===== config.mk =====
export PLATFORM = sky130hd
export DESIGN_NAME = cache_access_master_flat
export DESIGN_NICKNAME = d
export VERILOG_FILES = /design/src/rtl/cache_access_master_if.sv /design/src/rtl/cache_access_master.sv /design/src/flat_wrapper.sv
export SDC_FILE = /design/constraint.sdc
export NUM_CORES = 1
export LEC_CHECK = 0
export ABC_AREA = 1
export CAP_MARGIN = 20
export CELL_PAD_IN_SITES_DETAIL_PLACEMENT = 2
export CELL_PAD_IN_SITES_GLOBAL_PLACEMENT = 2
export CORE_MARGIN = 2
export CORE_UTILIZATION = 23
export DETAILED_ROUTE_END_ITERATION = 8
export PLACE_DENSITY = 0.92
export SLEW_MARGIN = 20
export SYNTH_ARGS = -nofsm -noshare
export SYNTH_HDL_FRONTEND = slang
export SYNTH_SLANG_ARGS = --single-unit
export TNS_END_PERCENT = 10

===== constraint.sdc =====
create_clock -name clk_i -period 11.2 [get_ports clk_i]
set_input_delay 2.8 -clock clk_i [delete_from_list [all_inputs] [get_ports clk_i]]
set_output_delay 2.8 -clock clk_i [all_outputs]
set_load 0.03 [all_outputs]

===== src/rtl/cache_access_master_if.sv =====
// Client request/response and cache_access/cache_return bus bundle for cache_access_master.
// master = the initiator (DUT side), slave = client + responder side.
`ifndef OPCODE_LOAD
`define OPCODE_LOAD 5'b00000
`endif
`ifndef OPCODE_STORE
`define OPCODE_STORE 5'b01000
`endif

interface cache_access_master_if #(parameter int ID_W = 4);
  logic            req_valid;
  logic            req_ready;
  logic [63:0]     req_addr;
  logic            req_store;
  logic [2:0]      req_funct3;
  logic [63:0]     req_wdata;
  logic            req_ci;
  logic            req_wt;
  logic            resp_valid;
  logic            resp_ready;
  logic [63:0]     resp_rdata;
  logic [1:0]      resp_error;
  logic            resp_mmio;
  logic            acc_valid;
  logic [ID_W-1:0] acc_id;
  logic [63:0]     acc_addr;
  logic [4:0]      acc_opcode;
  logic [4:0]      acc_funct;
  logic [63:0]     acc_wdata;
  logic            acc_ci;
  logic            acc_wt;
  logic [1:0]      acc_error;
  logic            acc_full;
  logic            ret_valid;
  logic [ID_W-1:0] ret_id;
  logic [127:0]    ret_rdata;
  logic [1:0]      ret_error;
  logic            ret_mmio;

  modport master (
    input  req_valid, req_addr, req_store, req_funct3, req_wdata, req_ci, req_wt,
    output req_ready,
    output resp_valid, resp_rdata, resp_error, resp_mmio,
    input  resp_ready,
    output acc_valid, acc_id, acc_addr, acc_opcode, acc_funct, acc_wdata, acc_ci, acc_wt, acc_error,
    input  acc_full,
    input  ret_valid, ret_id, ret_rdata, ret_error, ret_mmio
  );

  modport slave (
    output req_valid, req_addr, req_store, req_funct3, req_wdata, req_ci, req_wt,
    input  req_ready,
    input  resp_valid, resp_rdata, resp_error, resp_mmio,
    output resp_ready,
    input  acc_valid, acc_id, acc_addr, acc_opcode, acc_funct, acc_wdata, acc_ci, acc_wt, acc_error,
    output acc_full,
    output ret_valid, ret_id, ret_rdata, ret_error, ret_mmio
  );
endinterface


===== src/rtl/cache_access_master.sv =====
// Single-outstanding cache_access initiator: issue one load/store, wait for the id-matched return
// (or timeout), sign/zero-extend load data and hold the response until the client takes it.
module cache_access_master #(
  parameter int ID_W    = 4,
  parameter int TIMEOUT = 1024
) (
  input  logic                   clk_i,
  input  logic                   arst_i,
  cache_access_master_if.master  bus,
  output logic                   stray
);
  localparam int TW = $clog2(TIMEOUT);
  localparam logic [TW-1:0] T_LAST = TW'(TIMEOUT - 1);

  localparam logic [1:0] S_IDLE  = 2'd0;
  localparam logic [1:0] S_ISSUE = 2'd1;
  localparam logic [1:0] S_WAIT  = 2'd2;
  localparam logic [1:0] S_RESP  = 2'd3;

  logic [1:0]      state;
  logic [TW-1:0]   timer;
  logic [ID_W-1:0] id;
  logic            store_q;
  logic [2:0]      funct3_q;
  logic [63:0]     addr_q;
  logic [63:0]     wdata_q;
  logic            ci_q;
  logic            wt_q;
  logic [63:0]     rdata_q;
  logic [1:0]      err_q;
  logic            mmio_q;
  logic            match;
  logic [63:0]     ext;
  logic [63:0]     raw;
  logic            unused_hi;

  assign raw       = bus.ret_rdata[63:0];
  assign unused_hi = ^bus.ret_rdata[127:64];
  assign match     = bus.ret_valid && (bus.ret_id == id);

  // funct3[2] selects zero-extension; a 64-bit access has nothing to extend
  always_comb begin
    ext = raw;
    case (funct3_q[1:0])
      2'd0: ext = funct3_q[2] ? {56'd0, raw[7:0]}  : {{56{raw[7]}},  raw[7:0]};
      2'd1: ext = funct3_q[2] ? {48'd0, raw[15:0]} : {{48{raw[15]}}, raw[15:0]};
      2'd2: ext = funct3_q[2] ? {32'd0, raw[31:0]} : {{32{raw[31]}}, raw[31:0]};
      2'd3: ext = raw;
    endcase
  end

  always_ff @(posedge clk_i or posedge arst_i) begin
    if (arst_i) begin
      state    <= S_IDLE;
      timer    <= '0;
      id       <= '0;
      store_q  <= 1'b0;
      funct3_q <= 3'd0;
      addr_q   <= 64'd0;
      wdata_q  <= 64'd0;
      ci_q     <= 1'b0;
      wt_q     <= 1'b0;
      rdata_q  <= 64'd0;
      err_q    <= 2'b00;
      mmio_q   <= 1'b0;
      stray    <= 1'b0;
    end else begin
      if (bus.ret_valid && (state != S_WAIT || bus.ret_id != id)) stray <= 1'b1;
      case (state)
        S_IDLE: if (bus.req_valid) begin
          addr_q   <= bus.req_addr;
          store_q  <= bus.req_store;
          funct3_q <= bus.req_funct3;
          wdata_q  <= bus.req_wdata;
          ci_q     <= bus.req_ci;
          wt_q     <= bus.req_wt;
          state    <= S_ISSUE;
        end
        S_ISSUE: if (!bus.acc_full) begin
          timer <= '0;
          state <= S_WAIT;
        end
        S_WAIT: begin
          // a match on the final timer cycle still wins over the timeout
          if (match) begin
            mmio_q  <= bus.ret_mmio;
            err_q   <= {1'b0, |bus.ret_error};
            rdata_q <= (store_q || (|bus.ret_error)) ? 64'd0 : ext;
            state   <= S_RESP;
          end else if (timer == T_LAST) begin
            mmio_q  <= 1'b0;
            err_q   <= 2'b10;
            rdata_q <= 64'd0;
            state   <= S_RESP;
          end else begin
            timer <= timer + 1'b1;
          end
        end
        S_RESP: if (bus.resp_ready) begin
          id    <= id + 1'b1;
          state <= S_IDLE;
        end
      endcase
    end
  end

  assign bus.req_ready  = (state == S_IDLE);
  assign bus.acc_valid  = (state == S_ISSUE) && !bus.acc_full;
  assign bus.acc_id     = id;
  assign bus.acc_addr   = addr_q;
  assign bus.acc_opcode = store_q ? `OPCODE_STORE : `OPCODE_LOAD;
  assign bus.acc_funct  = {2'b00, funct3_q};
  assign bus.acc_wdata  = wdata_q;
  assign bus.acc_ci     = ci_q;
  assign bus.acc_wt     = wt_q;
  assign bus.acc_error  = 2'b00;
  assign bus.resp_valid = (state == S_RESP);
  assign bus.resp_rdata = rdata_q;
  assign bus.resp_error = err_q;
  assign bus.resp_mmio  = mmio_q;
endmodule

===== src/flat_wrapper.sv =====
// flat-port wrapper written by rule: the top's interface ports become plain ports
module cache_access_master_flat 
#(
  parameter int ID_W    = 4,
  parameter int TIMEOUT = 1024
)
  (clk_i, arst_i, stray, bus_req_valid, bus_req_addr, bus_req_store, bus_req_funct3, bus_req_wdata, bus_req_ci, bus_req_wt, bus_req_ready, bus_resp_valid, bus_resp_rdata, bus_resp_error, bus_resp_mmio, bus_resp_ready, bus_acc_valid, bus_acc_id, bus_acc_addr, bus_acc_opcode, bus_acc_funct, bus_acc_wdata, bus_acc_ci, bus_acc_wt, bus_acc_error, bus_acc_full, bus_ret_valid, bus_ret_id, bus_ret_rdata, bus_ret_error, bus_ret_mmio);
  cache_access_master_if #(.ID_W(ID_W)) bus_i ();
  input  logic clk_i;
  input  logic arst_i;
  output logic stray;
  input wire logic [$bits(bus_i.req_valid)-1:0] bus_req_valid;
  input wire logic [$bits(bus_i.req_addr)-1:0] bus_req_addr;
  input wire logic [$bits(bus_i.req_store)-1:0] bus_req_store;
  input wire logic [$bits(bus_i.req_funct3)-1:0] bus_req_funct3;
  input wire logic [$bits(bus_i.req_wdata)-1:0] bus_req_wdata;
  input wire logic [$bits(bus_i.req_ci)-1:0] bus_req_ci;
  input wire logic [$bits(bus_i.req_wt)-1:0] bus_req_wt;
  output wire logic [$bits(bus_i.req_ready)-1:0] bus_req_ready;
  output wire logic [$bits(bus_i.resp_valid)-1:0] bus_resp_valid;
  output wire logic [$bits(bus_i.resp_rdata)-1:0] bus_resp_rdata;
  output wire logic [$bits(bus_i.resp_error)-1:0] bus_resp_error;
  output wire logic [$bits(bus_i.resp_mmio)-1:0] bus_resp_mmio;
  input wire logic [$bits(bus_i.resp_ready)-1:0] bus_resp_ready;
  output wire logic [$bits(bus_i.acc_valid)-1:0] bus_acc_valid;
  output wire logic [$bits(bus_i.acc_id)-1:0] bus_acc_id;
  output wire logic [$bits(bus_i.acc_addr)-1:0] bus_acc_addr;
  output wire logic [$bits(bus_i.acc_opcode)-1:0] bus_acc_opcode;
  output wire logic [$bits(bus_i.acc_funct)-1:0] bus_acc_funct;
  output wire logic [$bits(bus_i.acc_wdata)-1:0] bus_acc_wdata;
  output wire logic [$bits(bus_i.acc_ci)-1:0] bus_acc_ci;
  output wire logic [$bits(bus_i.acc_wt)-1:0] bus_acc_wt;
  output wire logic [$bits(bus_i.acc_error)-1:0] bus_acc_error;
  input wire logic [$bits(bus_i.acc_full)-1:0] bus_acc_full;
  input wire logic [$bits(bus_i.ret_valid)-1:0] bus_ret_valid;
  input wire logic [$bits(bus_i.ret_id)-1:0] bus_ret_id;
  input wire logic [$bits(bus_i.ret_rdata)-1:0] bus_ret_rdata;
  input wire logic [$bits(bus_i.ret_error)-1:0] bus_ret_error;
  input wire logic [$bits(bus_i.ret_mmio)-1:0] bus_ret_mmio;
  assign bus_i.req_valid = bus_req_valid;
  assign bus_i.req_addr = bus_req_addr;
  assign bus_i.req_store = bus_req_store;
  assign bus_i.req_funct3 = bus_req_funct3;
  assign bus_i.req_wdata = bus_req_wdata;
  assign bus_i.req_ci = bus_req_ci;
  assign bus_i.req_wt = bus_req_wt;
  assign bus_req_ready = bus_i.req_ready;
  assign bus_resp_valid = bus_i.resp_valid;
  assign bus_resp_rdata = bus_i.resp_rdata;
  assign bus_resp_error = bus_i.resp_error;
  assign bus_resp_mmio = bus_i.resp_mmio;
  assign bus_i.resp_ready = bus_resp_ready;
  assign bus_acc_valid = bus_i.acc_valid;
  assign bus_acc_id = bus_i.acc_id;
  assign bus_acc_addr = bus_i.acc_addr;
  assign bus_acc_opcode = bus_i.acc_opcode;
  assign bus_acc_funct = bus_i.acc_funct;
  assign bus_acc_wdata = bus_i.acc_wdata;
  assign bus_acc_ci = bus_i.acc_ci;
  assign bus_acc_wt = bus_i.acc_wt;
  assign bus_acc_error = bus_i.acc_error;
  assign bus_i.acc_full = bus_acc_full;
  assign bus_i.ret_valid = bus_ret_valid;
  assign bus_i.ret_id = bus_ret_id;
  assign bus_i.ret_rdata = bus_ret_rdata;
  assign bus_i.ret_error = bus_ret_error;
  assign bus_i.ret_mmio = bus_ret_mmio;
  cache_access_master #(.ID_W(ID_W), .TIMEOUT(TIMEOUT)) u_core (.clk_i(clk_i), .arst_i(arst_i), .bus(bus_i), .stray(stray));
endmodule

==> impl_metrics.json <==
{
  "regToRegEndpoint": "u_core.bus.acc_addr[47]",
  "cp_slowest_cell": "clkdlybuf4s50_1",
  "path_clk_slew_ns": 0.05,
  "p_total_mw": 4.78,
  "cp_max_fo": 3,
  "tns_ns": 0,
  "cts_root_buf": "clkbuf_16",
  "dpl-instance-area_um2": 13800,
  "startpoint_type": "primary input",
  "worst_path_dominant_cell_family": "buffers and inverters",
  "drt_first_pass_iters": 4,
  "worstPathArrival_ns": 4.07,
  "setup_ws_ns": 4.33,
  "status": "complete, no violations",
  "route.vias.total": 7836,
  "maxCapViolCount": 0,
  "ys_seq_area_share_pct": 59.6,
  "antenna_found_initial": 2,
  "setup_viol": 0,
  "worst_r2r_startpoint": "u_core.state[0]",
  "required_ns": 8.40,
  "leakage_nw": 6.53,
  "synthCells": 830,
  "clkLatencyLatePin_ns": 0.56,
  "p_per_area_nw_per_um2": 322,
  "fmax_mhz": 146,
  "cts_buffers": 28,
  "layout_commonest_cell": "clkdlybuf4s50_1",
  "worstHoldStart": "u_core.stray",
  "grt_max_degree": 96,
  "grt_pass1_vias": 9274,
  "ant_nets": 0,
  "grt_use_total_pct": 18.7,
  "yosysWarnings": 0,
  "rsz0062_at_grt": "no",
  "crit_start": "bus_acc_full",
  "io_buffers": 419,
  "pin_count": 492,
  "hold_class": "reg2reg",
  "die_area_um2": 41400,
  "design.core.area_um2": 39500,
  "crit_chain": "clkdlybuf4s50_1 > nor2_1 > clkdlybuf4s50_1",
  "drc_errors": 0,
  "grt_pass1_wl_um": 58600,
  "cp_num_buf_inv": 2,
  "hpwl_um": 27600,
  "slowest_delay_ns": 0.69,
  "syn_area_um2": 9160,
  "synth.distinct_cells": 33,
  "clkSinkCount": 218,
  "slew_headroom_pct": 27.6,
  "drt-initial-drc-count": 264,
  "final_cell_mix": "clkdlybuf4s50_1 (419), nand2_1 (230), dfrtp_1 (218)",
  "cts-htree-levels": 1,
  "cp_common_cell": "clkdlybuf4s50_1",
  "avgSynthCellArea_um2": 11.0,
  "reg2reg_setup_slack_ns": 8.14,
  "finalWeightedCongestion": 0.776,
  "start_util_pct": 23.2,
  "die_w_um": 204,
  "finalWirelength_um": 39500,
  "dp_cells": 1735,
  "endpoint_kind": "primary output",
  "tightest_slew_ns": 1.09,
  "area_growth_pct": 62.3,
  "layout-drive-gt1-share_pct": 16.2,
  "cts_hold_buf": 0,
  "cts-resized-gates": 0,
  "nNetsFinal": 1523,
  "hold_end": "u_core.stray",
  "min_period_over_period_pct": 61.3,
  "rows": 73,
  "gr-total-overflow": 0,
  "post_drt_wl_per_cell_um": 22.1,
  "finalClockSkew_ns": 0.0237,
  "final_cells": 1787,
  "cts_buffer_depth": 3,
  "hold_violations": 0,
  "dieHeight_um": 204,
  "critPathKind": "in2out",
  "fin_area_um2": 14900,
  "irDropWorstVdd_mv": 0.207,
  "whs_ns": 0.471,
  "post-route-util_pct": 37.6,
  "ys_ff_latch": 218,
  "slew_viol_final": 0,
  "post_cts_buffers": 0,
  "r2r_cells": 5,
  "pre_cts_ws_ns": 4.31,
  "hold_path_depth": 1,
  "viasPerCell": 4.39,
  "cts_tree": "done",
  "min_period_ns": 6.87
}
## synthesized netlist by cell type (all sizes together)
cell type  number  share of area (%)
conb            1              0.041
nand3          61                3.4
inv            28                1.1
nor3            1              0.055
mux2          134                 16
a31oi           1               0.14
o21ai          28                1.7
a21o            1              0.082
dfrtp         218                 60
a21oi          24                1.4
nand2         236                9.9
nand4           2               0.14
or2             2               0.16
buf            41                2.6
xor2            4               0.38
ha              7               0.96
o22ai           1              0.068
nor2           29                1.5
clkbuf         11               0.45
## worst reg2reg max path, cell delays in order (launching register included)
cell and delay [ns]:
dfrtp_1 0.40, inv_1 0.10, ha_1 0.28, nand2_4 0.67, buf_4 0.97, mux2_2 0.52
## logic make-up after synthesis
| logic type | count (synthesis) | share of synthesized area (%) |
|---|---|---|
| flip-flops | 218 | 59.6 |
| other | 1 | 0.0409 |
| adder cells (fa/ha/maj) | 7 | 0.956 |
| AND/OR/NAND/NOR | 331 | 15.1 |
| AO/OA/AOI/OAI | 55 | 3.29 |
| buffers and inverters | 80 | 4.18 |
| multiplexers | 134 | 16.5 |
| XOR/XNOR | 4 | 0.382 |
## flip-flops by register name, indices dropped and copies added (netlist names)
name                   count
u_core.bus.acc_addr       64
u_core.bus.acc_ci          1
u_core.bus.acc_id          4
u_core.bus.acc_wdata      64
u_core.bus.acc_wt          1
u_core.bus.resp_error      2
u_core.bus.resp_mmio       1
u_core.bus.resp_rdata     64
u_core.funct3_q            3
u_core.state               2
u_core.store_q             1
u_core.stray               1
u_core.timer              10
## area by class of cell
class,count,area (um^2)
antenna,2,5.00
clock buffer,41,820
clock inverter,8,176
fill,4112,24700
inverter,28,113
multi-input combinational,539,3370
sequential,218,5460
tap,525,657
timing repair buffer,426,4270
## worst max-delay path by stage
stage / endpoint / slack [ns] / cells after the start
3_5_place_dp: bus_acc_valid / 4.31 / 3
6_report: bus_acc_valid / 4.33 / 3
4_1_cts: bus_acc_valid / 4.29 / 3
3_3_place_gp: bus_acc_valid / 4.30 / 3
2_1_floorplan: u_core.bus.acc_addr[0] / 2.44 / 1
5_1_grt: bus_acc_valid / 4.26 / 3
## report_power, final
part	total, mW	switching [mW]	internal, mW
clock network	0.983	0.366	0.618
registers	1.41	0.275	1.13
logic	2.39	1.39	1.00
total	4.78	2.03	2.76
## layer usage
| layer | wire (um) | global-route usage (%) |
|---|---|---|
| met1 | 14400 | 20.0 |
| met2 | 22000 | 36.4 |
| met3 | 2310 | 4.83 |
| met4 | 735 | 4.28 |
| met5 | 0 | 0 |
(Power assumes the default switching activity.)
==> patch, RTL diff (same settings) <==
Reset style: synchronous (`arst_i`), changed in one clocked block.
--- a/src/rtl/cache_access_master.sv
+++ b/src/rtl/cache_access_master.sv
@@ -49,7 +49,7 @@
     endcase
   end
 
-  always_ff @(posedge clk_i or posedge arst_i) begin
+  always_ff @(posedge clk_i) begin
     if (arst_i) begin
       state    <= S_IDLE;
       timer    <= '0;
Behaviour: differs if arst_i is asserted again (counterexample within 4 cycles, from zero or initial values and one cycle with arst_i high); with arst_i held inactive, the same outputs for 4 cycles.
==> patch against the unedited design <==
Synthesized area down 0.55%. Sequential cell count stayed put. Clock skew shrank 15 ps. Routed wire length up 16%. Design area fell by 2.3%. Power fell by 33%. Utilization down 0.19 points. Die area decreased by 0.53%. Worst setup slack got worse by 5.3 ps.
==> patch: results (changes against the unedited design) <==
metric,value,unit,change
status,completed,,
Synth top cells by count,"481 x nor2_1, 218 x dfxtp_1, 214 x nand2_1, 202 x o21ai_0, 61 x clkbuf_1",,
largest net degree at the start of global routing,111,,+16%
placed cell area,0.0136,sq mm,-1.9%
Worst Tran Pin Value,1040,ps,-47.5 ps
CP max-delay cell,clkdlybuf4s50_1,,
"top cells by area, synth","dfxtp_1 48%, nor2_1 20%, o21ai_0 11%",,
nets,1969,,+29%
first-pass GRT wire length,68.4,mm,+17%
Root Buffer,clkbuf_16,,
GP Congestion,0.787,,+1.5%
port buffer count,419,,unchanged
Initial DRC Count,383,,+45%
Worst Hold Margin,473,ps,+1.68 ps
DP HPWL,31.0,mm,+12%
LEAKAGE,0.00561,uW,-14%
antenna violations before repair,9,,+7
post-DR wirelength/cell,20.5,microns,-7.0%
vias in the first global route,11400,,+23%
flop-to-flop setup slack,8260,ps,+120 ps
share of cells above drive strength 1,4.16,%,-12 points
All-Layer GR Usage,21.2,%,+2.5 points
DR vias,10300,,+32%
Peak VDD IR,0.0796,mV,-62%
hold crit path type,reg2reg,,
"Seq/Total Area, Yosys",47.9,%,-12 points
ys async rst share,0,%,-100 points
total CTS buffers,27,,-3.6%
Slowest Stage Delay on Critical Path,670,ps,-20 ps
clk_skew,8.17,ps,-15.5 ps
synth unique cells,32,,-3.0%
patch: layout make-up:
type                            count  area (sq um)
Timing Repair Buffer              427          4250
Multi-Input combinational cell    973          4150
Inverter                           40           155
Fill cell                        4480         24300
Antenna cell                        7          17.5
Clock buffer                       39           791
Clock inverter                      9           135
Sequential cell                   218          4360
Tap cell                          518           648
patch: power breakdown:
group | total (uW) | switching (uW) | internal (uW)
logic | 1250 | 802 | 450
registers | 1050 | 114 | 933
clock network | 929 | 371 | 558
total | 3230 | 1290 | 1940
patch: stage by stage:
stage	cells	setup slack (ps)
2_1_floorplan	1329	5190
3_3_place_gp	2176	4330
3_5_place_dp	2176	4340
4_1_cts	2224	4330
5_1_grt	2231	4290
6_report	2231	4330
patch: final timing paths:
kind,startpoint,endpoint,cells past startpoint
max reg2reg,u_core.state[0]$_SDFFE_PP0P_,u_core.bus.resp_mmio$_SDFFE_PP0P_,8
min reg2reg,u_core.bus.resp_rdata[7]$_SDFFE_PP0P_,u_core.bus.resp_rdata[7]$_SDFFE_PP0P_,2
max,bus_acc_full,bus_acc_valid,3
min,u_core.bus.resp_rdata[7]$_SDFFE_PP0P_,u_core.bus.resp_rdata[7]$_SDFFE_PP0P_,2
patch: kinds of logic (layout without fill, tap and decap cells):
family	count (synthesis)	after routing	synth area share (%)
compound gates	236	236	13.0
fa+ha+maj	7	7	0.961
buf+inv	138	515	7.09
simple gates	721	721	30.9
xor+xnor	1	1	0.0962
flops	218	218	47.9
other cells	1	15	0.0412
patch: critical path, delay by kind of cell:
family / cells / cell delay (ps)
buffers and inverters: 2 / 1130
and+or+nand+nor: 1 / 140
patch: layer usage:
metal,track usage [%],vias up,share of wire [%]
met3,6.61,106,8.4
li1,-,4862,-
met1,22.3,4980,38
met5,0,-,0.028
met2,38.1,363,49
met4,10.7,2,4.9
